--- config.mk ---
export PLATFORM = sky130hd
export DESIGN_NAME = instr_queue
export DESIGN_NICKNAME = d
export VERILOG_FILES = /design/src/rtl/uop_pkg.sv /design/src/rtl/instr_queue.sv
export SDC_FILE = /design/constraint.sdc
export NUM_CORES = 1
export LEC_CHECK = 0
export BUFFER_PORTS_ARGS = -buffer_cell sky130_fd_sc_hd__buf_2
export CAP_MARGIN = 20
export CORE_MARGIN = 2
export CORE_UTILIZATION = 60
export DETAILED_ROUTE_END_ITERATION = 12
export PLACE_DENSITY = 0.78
export SLEW_MARGIN = 20
export SYNTH_ARGS = -nofsm -noshare
export SYNTH_HDL_FRONTEND = slang
export SYNTH_SLANG_ARGS = --single-unit
--- constraint.sdc ---
create_clock -name clk_in -period 5.1 [get_ports clk_in]
set_clock_uncertainty 0.2 [all_clocks]
set_input_delay 1.275 -clock clk_in [delete_from_list [all_inputs] [get_ports clk_in]]
set_output_delay 1.275 -clock clk_in [all_outputs]
set_load 0.005 [all_outputs]
--- src/rtl/uop_pkg.sv ---
// Shared uop type, instruction-queue sizing defaults and the pointer wrap helper
// used between decode and rename/dispatch.
package uop_pkg;

  localparam int INSTR_Q_DEPTH = 16;
  localparam int INSTR_Q_WIDTH = 2;
  localparam int UOP_W         = 32;

  typedef logic [UOP_W-1:0] uop_insn;

  // Depth is a power of two, so wrapping is a mask of the low bits.
  function automatic int unsigned wrap_inc(input int unsigned ptr,
                                           input int unsigned inc,
                                           input int unsigned depth);
    return (ptr + inc) & (depth - 1);
  endfunction

endpackage

--- src/rtl/instr_queue.sv ---
// Circular uop FIFO between decode and rename/dispatch: up to WIDTH pushes and
// pops per cycle, combinational dequeue view, sync flush and sticky overflow flag.
module instr_queue #(
  parameter int INSTR_Q_DEPTH = uop_pkg::INSTR_Q_DEPTH,
  parameter int INSTR_Q_WIDTH = uop_pkg::INSTR_Q_WIDTH,
  parameter int CNT_W         = $clog2(INSTR_Q_DEPTH + 1),
  parameter int PORT_W        = $clog2(INSTR_Q_WIDTH + 1)
) (
  input  logic                                    clk_in,
  input  logic                                    rst_N_in,
  input  logic                                    flush_in,
  output logic                                    enq_ready_out,
  input  logic [PORT_W-1:0]                       enq_count_in,
  input  uop_pkg::uop_insn [INSTR_Q_WIDTH-1:0]    enq_data_in,
  output logic [PORT_W-1:0]                       deq_valid_count_out,
  output uop_pkg::uop_insn [INSTR_Q_WIDTH-1:0]    deq_data_out,
  input  logic [PORT_W-1:0]                       deq_pop_in,
  output logic [CNT_W-1:0]                        occupancy_out,
  output logic                                    overflow_err_out
);

  import uop_pkg::*;

  localparam int PTR_W = $clog2(INSTR_Q_DEPTH);

  uop_insn          mem [INSTR_Q_DEPTH];
  logic [PTR_W-1:0] head;
  logic [PTR_W-1:0] tail;
  logic [CNT_W-1:0] count;
  logic             overflow;

  logic [CNT_W-1:0]  free;
  logic [CNT_W-1:0]  push_req;
  logic              push_ok;
  logic              overflow_hit;
  logic [PORT_W-1:0] eff_pop;
  logic [CNT_W-1:0]  push_n;
  logic [CNT_W-1:0]  pop_n;

  // Space is judged on registered count only; same-cycle pops never make room.
  assign free     = CNT_W'(INSTR_Q_DEPTH) - count;
  assign push_req = CNT_W'(enq_count_in);

  assign enq_ready_out = (free >= CNT_W'(INSTR_Q_WIDTH));

  // Any group wider than a port or larger than the free space is dropped whole.
  assign push_ok      = !flush_in && (push_req <= free) &&
                        (push_req <= CNT_W'(INSTR_Q_WIDTH));
  assign overflow_hit = !flush_in && !push_ok;

  assign deq_valid_count_out = (count >= CNT_W'(INSTR_Q_WIDTH)) ?
                               PORT_W'(INSTR_Q_WIDTH) : PORT_W'(count);
  assign eff_pop = (deq_pop_in > deq_valid_count_out) ?
                   deq_valid_count_out : deq_pop_in;

  assign push_n = push_ok ? push_req : '0;
  assign pop_n  = CNT_W'(eff_pop);

  assign occupancy_out    = count;
  assign overflow_err_out = overflow;

  always_comb begin
    deq_data_out = '0;
    for (int i = 0; i < INSTR_Q_WIDTH; i++) begin
      deq_data_out[i] = mem[PTR_W'(wrap_inc(32'(head), i, INSTR_Q_DEPTH))];
    end
  end

  always_ff @(posedge clk_in or negedge rst_N_in) begin
    if (!rst_N_in) begin
      head     <= '0;
      tail     <= '0;
      count    <= '0;
      overflow <= 1'b0;
    end else if (flush_in) begin
      head  <= '0;
      tail  <= '0;
      count <= '0;
    end else begin
      head     <= PTR_W'(wrap_inc(32'(head), 32'(pop_n), INSTR_Q_DEPTH));
      tail     <= PTR_W'(wrap_inc(32'(tail), 32'(push_n), INSTR_Q_DEPTH));
      count    <= count + push_n - pop_n;
      overflow <= overflow | overflow_hit;
    end
  end

  // Storage keeps its contents across reset and flush; only pointers move.
  always_ff @(posedge clk_in) begin
    for (int i = 0; i < INSTR_Q_WIDTH; i++) begin
      if (push_ok && (PORT_W'(i) < enq_count_in)) begin
        mem[PTR_W'(wrap_inc(32'(tail), i, INSTR_Q_DEPTH))] <= enq_data_in[i];
      end
    end
  end

endmodule

Yosys cells after proc, flatten, opt, wreduce, memory -nomap -nowiden
Memories as Yosys holds them, arrays and structs flattened.
Index checks and enable logic that the tools add are counted.
{"block": "word_totals", "register_bits": 14, "ram_bits": 512, "inputBits": 71, "output_inout_bits": 73, "word_cells": 37, "mem_count": 1}
{"memory": "mem", "depth": 16, "width": 32, "read_ports": 2, "rd_clocked_by_memory_dff": 0, "wr": 2, "line": "instr_queue.sv:26", "rtl": "uop_insn mem [INSTR_Q_DEPTH];"}
{"block": "classes", "n_addsub": 7, "order_cmp": 7, "muxes": 10, "bitwise": 1, "reduce_logical": 7}
{"cell": "5-bit by 2-bit >= comparator with 1-bit output (second input constant)", "count": 2}
{"cell": "4-bit by 1-bit adder with 4-bit output (second input constant)", "count": 2}
{"cell": "4-bit by 2-bit adder with 4-bit output", "count": 2}
{"cell": "4-bit two-way mux", "count": 2}
{"cell": "2-bit two-way mux", "count": 3}
{"cell": "5-bit by 2-bit adder with 5-bit output", "count": 1}
{"cell": "2-bit by 5-bit less-or-equal comparator with 1-bit output", "count": 1}
{"cell": "1-bit logical AND", "count": 5}
{"cell": "5-bit two-way mux", "count": 1}
{"cell": "5-bit by 2-bit subtractor with 5-bit output", "count": 1}
{"cell": "5-bit subtractor (first input constant)", "count": 1}
{"cell": "1-bit by 2-bit < comparator with 1-bit output (first input constant)", "count": 2}
{"cell": "1-bit two-way mux", "count": 4}
{"cell": "2-bit > comparator", "count": 1}
{"cell": "2-bit less-or-equal comparator (second input constant)", "count": 1}
{"cell": "1-bit zero test", "count": 2}
{"cell": "1-bit OR", "count": 1}

Logic depth before layout (Yosys ltp)
{"block": "logic_depth", "word_depth": 8, "depth_mapped": 20, "depth_no_buf": 20}

Worst setup path after synthesis
Ideal clock, no wire load.
{"block": "synth_timing", "path_type": "in2reg", "start": "input port enq_count_in[1]", "end": "memory mem[0][0] in the netlist's numbering, enable pin", "setup_ns": 0.466, "t_arrival_ns": 4.448, "setup_slack_ns": -0.013, "cell_stages": 5, "path_buffers": 0, "path_cell_list": "ha_1 a21o_1 o211ai_1 nand3_1 o21ai_0"}
{"element": "start: declaration", "line": "instr_queue.sv:13", "rtl": "input logic [PORT_W-1:0] enq_count_in,"}
{"element": "end: declaration", "line": "instr_queue.sv:26"}

==> summary by stage <==
Critical path
In this design, the largest share of critical-path delay is due to buffers and inverters. In this run the critical register-to-register path is captured at occupancy_out[4]. For flop-to-flop paths, the worst setup slack is 1.08 ns. The cell type with the highest occurrence count on the critical path is sky130_fd_sc_hd__buf_4. The worst register-to-register path begins at occupancy_out[2]. The data required time at the worst endpoint is 3.62 ns. The class of the most critical setup path is reg2out. The category of the worst setup path launch point is a register.

The data arrival time at the worst-slack endpoint is 3.31 ns. The total stage count of the critical path is 6. For this run, the slowest stage of the critical path takes 0.52 ns. Walking the worst path, the cells encountered are buf_4 -> nand3_1 -> xor2_4 -> buf_4 -> mux4_2 -> buf_2. The worst setup path is captured at a primary output. The largest fanout on the critical path is 28.

The number of buffer and inverter instances along the worst setup path is 3. The slowest stage of the critical path is the sky130_fd_sc_hd__buf_4 cell. For the worst flop-to-flop path, the logic depth is 19.

Final layout
The net count reported at finish is 1909. Fill cells in the final layout number 3401. Summing all flip-flop and latch instances after layout gives 15700 um2. The area occupied by multi-input gates is 14600 um2. The fraction of final layout cells with drive strength greater than 1 is 0.617. The final instance count without filler cells is 2542.

Once layout is complete, the utilization of the core stands at 0.673. Relative to the synthesized area, the layout overhead comes to 11.3%.

Synth
The share of the Yosys chip area taken by registers is 0.508. The most repeated cell in the gate-level netlist after synthesis is sky130_fd_sc_hd__edfxtp_1. The post-synthesis cell area is 30900 um2. By count the netlist is led by sky130_fd_sc_hd__edfxtp_1 (512), sky130_fd_sc_hd__mux2_2 (476), sky130_fd_sc_hd__mux4_2 (320). A synthesized cell averages 17.8 um2. The largest area contributor in the netlist is sky130_fd_sc_hd__edfxtp_1. In this run, distinct cell masters in the synthesized netlist total 55. Synthesis produced a netlist with a net count of 1834. By area the synthesized netlist is led by sky130_fd_sc_hd__edfxtp_1 (50%), sky130_fd_sc_hd__mux4_2 (23%), sky130_fd_sc_hd__mux2_2 (17%). The synthesis-stage register bit count is 526. The top-area cell type share of the netlist area is 0.497. The most used flip-flop cell after synthesis is sky130_fd_sc_hd__edfxtp_1. Yosys printed 0 warnings.

Synthesis produced 1738 cells. The number of flops mapped to enable cells by yosys is 512. After synthesis, the share of flip-flops with an asynchronous set or reset is 0.0266.

Clocking
The CTS tree is yes. Clock tree synthesis found a total of 526 sinks. The number of CTS-inserted buffers is 57.

The clock edge transition at the registers on the reported setup and hold paths is 0.06 ns. CTS placed an instance of sky130_fd_sc_hd__clkbuf_16 at the clock tree root. The maximum buffer depth of the clock tree is 3. The source-to-sink clock delay at the later pin of the worst-skew pair is 0.62 ns.

The number of gates resized after CTS was 0. The hold-fix buffer count after cts is 0. In this run the number of H-tree levels came out at 2.

The post-CTS setup-driven buffer insertion count is 0.

Min path
The class of the tightest hold or removal check is reg2reg. For hold timing, the worst endpoint is overflow_err_out. The startpoint of the most critical hold path is overflow_err_out. Along the worst hold path, the cell count comes to 1.

Global routing
The total grt overflow is 0. The wire length of the first global-routing pass is 125000 um. The number of global-route vias before repair was 19300. The initial antenna violation count is 5. Across every metal layer, demand over resource in global routing totals 0.320. The maximum number of pins on one net before global-route repair is 88.

Timing
The final setup TNS is 0 ns. Timing would allow up to 0.209 GHz. The share of the cycle needed by the critical path after routing is 0.938. Setup violations remaining at the end of the flow were counted as 0. Setup slack on the critical path of the routed design comes to 0.316 ns. The clock period minus worst slack is 4.78 ns. Setup repair after global routing left no endpoint under its margin. The total count of max-transition violations in the final report came to 0.

At the pin with the least slew margin, the transition time is 0.800 ns. Hold timing on the final database bottoms out at a slack of 0.281 ns. The total count of hold-check failures in the final report is 0.

The worst pin sits at a relative slew slack of 0.466.

Pwr
Of the total power, combinational logic draws 0.389. The power share of the clock group is 0.270. The switching portion of total power is 0.314. The switching power is 4.68 mW. The cell leakage power is 11.2 nW. Power spread over the standard cell area amounts to 432 nW/um2.

The internal power contribution is 10.2 mW. The sequential power share is 0.341. The highest ir drop seen on vdd is 447 uV.

Placed design
In this run, placement finished with an instance count of 2434. At the end of routability-driven placement, the weighted congestion stood at 0.837. The number of buffers added on ports is 143. Timing analysis after detailed placement gives a worst setup slack of 0.710 ns.

The HPWL after detailed placement is 50000 um.

Detailed routing
The detail route stage leaves a number of antenna-violating nets equal to 0. The number of detailed-route iterations in the first pass is 6. Detailed routing inserted a total of 18300 vias. The residual DRC count is 0. The aggregate routed wire length is 83500 um. The number of violations reported at the end of detailed-routing iteration 0 is 2102. After detailed routing, the average wire length per cell comes to 32.9 um. Dividing the detail-routed via count by the number of cells gives 7.19.

Floorplanning
The floorplan die height is 231 um. The floorplan step defined a core boundary enclosing 51200 um2. The I/O pin count is 144. The die covers 53400 um2. The number of standard-cell rows in the floorplan is 83. In this run the horizontal extent of the chip is 231 um. For this configuration, the core starts out at a cell density of 0.604.

Outcome
The flow ran to the end, and the final reports show no timing, DRC or antenna violations.

Job
Max-cap violations in this run came to 0.
## flip-flops by register name, indices dropped and copies added (netlist names)
register,cells
mem,512
overflow_err_out,1
occupancy_out,5
tail,4
head,4
## area by class of cell
| type | instances | area share |
|---|---|---|
| clock inverters | 32 | 0.00752 |
| diodes | 2 | 0.000145 |
| repair buffers | 209 | 0.0410 |
| multi-input cells | 997 | 0.424 |
| well taps | 680 | 0.0247 |
| inverters | 22 | 0.00240 |
| flip-flops and latches | 526 | 0.457 |
| clock buffers | 74 | 0.0438 |
## cells by family (layout without fill, tap and decap cells)
| kind of cell | count (synthesis) | after routing | share of synthesized area |
|---|---|---|---|
| muxes | 832 | 832 | 0.423 |
| adders and majority gates | 25 | 25 | 0.0111 |
| and+or+nand+nor | 89 | 89 | 0.0161 |
| xor gates and xnor gates | 8 | 8 | 0.00226 |
| buffers and inverters | 215 | 337 | 0.0295 |
| DFF | 526 | 526 | 0.508 |
| other | 0 | 2 | 0 |
| AOI/OAI and AO/OA | 43 | 43 | 0.0102 |
## cell usage in the layout (no fill, tap or decap), drive strengths merged, types with 2 or more instances in the layout
cell	instances
mux2	512
inv	25
clkinv	25
and4	2
nand4	3
o2111ai	3
or3	3
diode	2
clkbuf	74
nand2	14
and2	2
xnor2	5
xor2	3
edfxtp	512
nor3	3
o21bai	2
mux4	320
nand3	5
fa	4
o22ai	3
a2111oi	4
nor2b	9
nor2	32
nor4	4
buf	209
ha	21
or2	2
a21oi	10
a211oi	4
nand2b	5
o21ai	7
a21o	4
bufinv	4
dfrtp	14
## how the worst max path moves through the flow
stage,startpoint,to,slack (ns)
after global routing,head[1],deq_data_out[48],0.17
after CTS,head[1],deq_data_out[48],0.25
after global placement,enq_count_in[0],mem[12][31],0.80
after floorplan,enq_count_in[1],mem[0][0],-0.01
after detailed placement,enq_count_in[0],mem[8][13],0.71
final,head[1],deq_data_out[48],0.32
## layer usage
metal,wire [um],global-route usage,up-vias
met3,7050,0.0611,229
met2,41900,0.531,984
met5,57,0,-
li1,-,-,7403
met4,3200,0.115,8
met1,31400,0.427,9662
## power groups by stage
stage,combinational (mW),sequential [mW],clock (mW)
floorplan,4.07,5.06,0
global placement,5.71,5.16,0
detailed placement,5.78,5.17,0
CTS,5.81,5.08,4.05
global route,6.12,5.10,4.21
finish,5.79,5.08,4.01
## per-stage QoR
stage	total power, mW	area [um2]
after floorplan	9.13	30900
after global placement	10.9	32700
after detailed placement	10.9	32700
after CTS	14.9	34400
after global routing	15.4	34400
final	14.9	34500
Power figures use the tool's default switching activity.
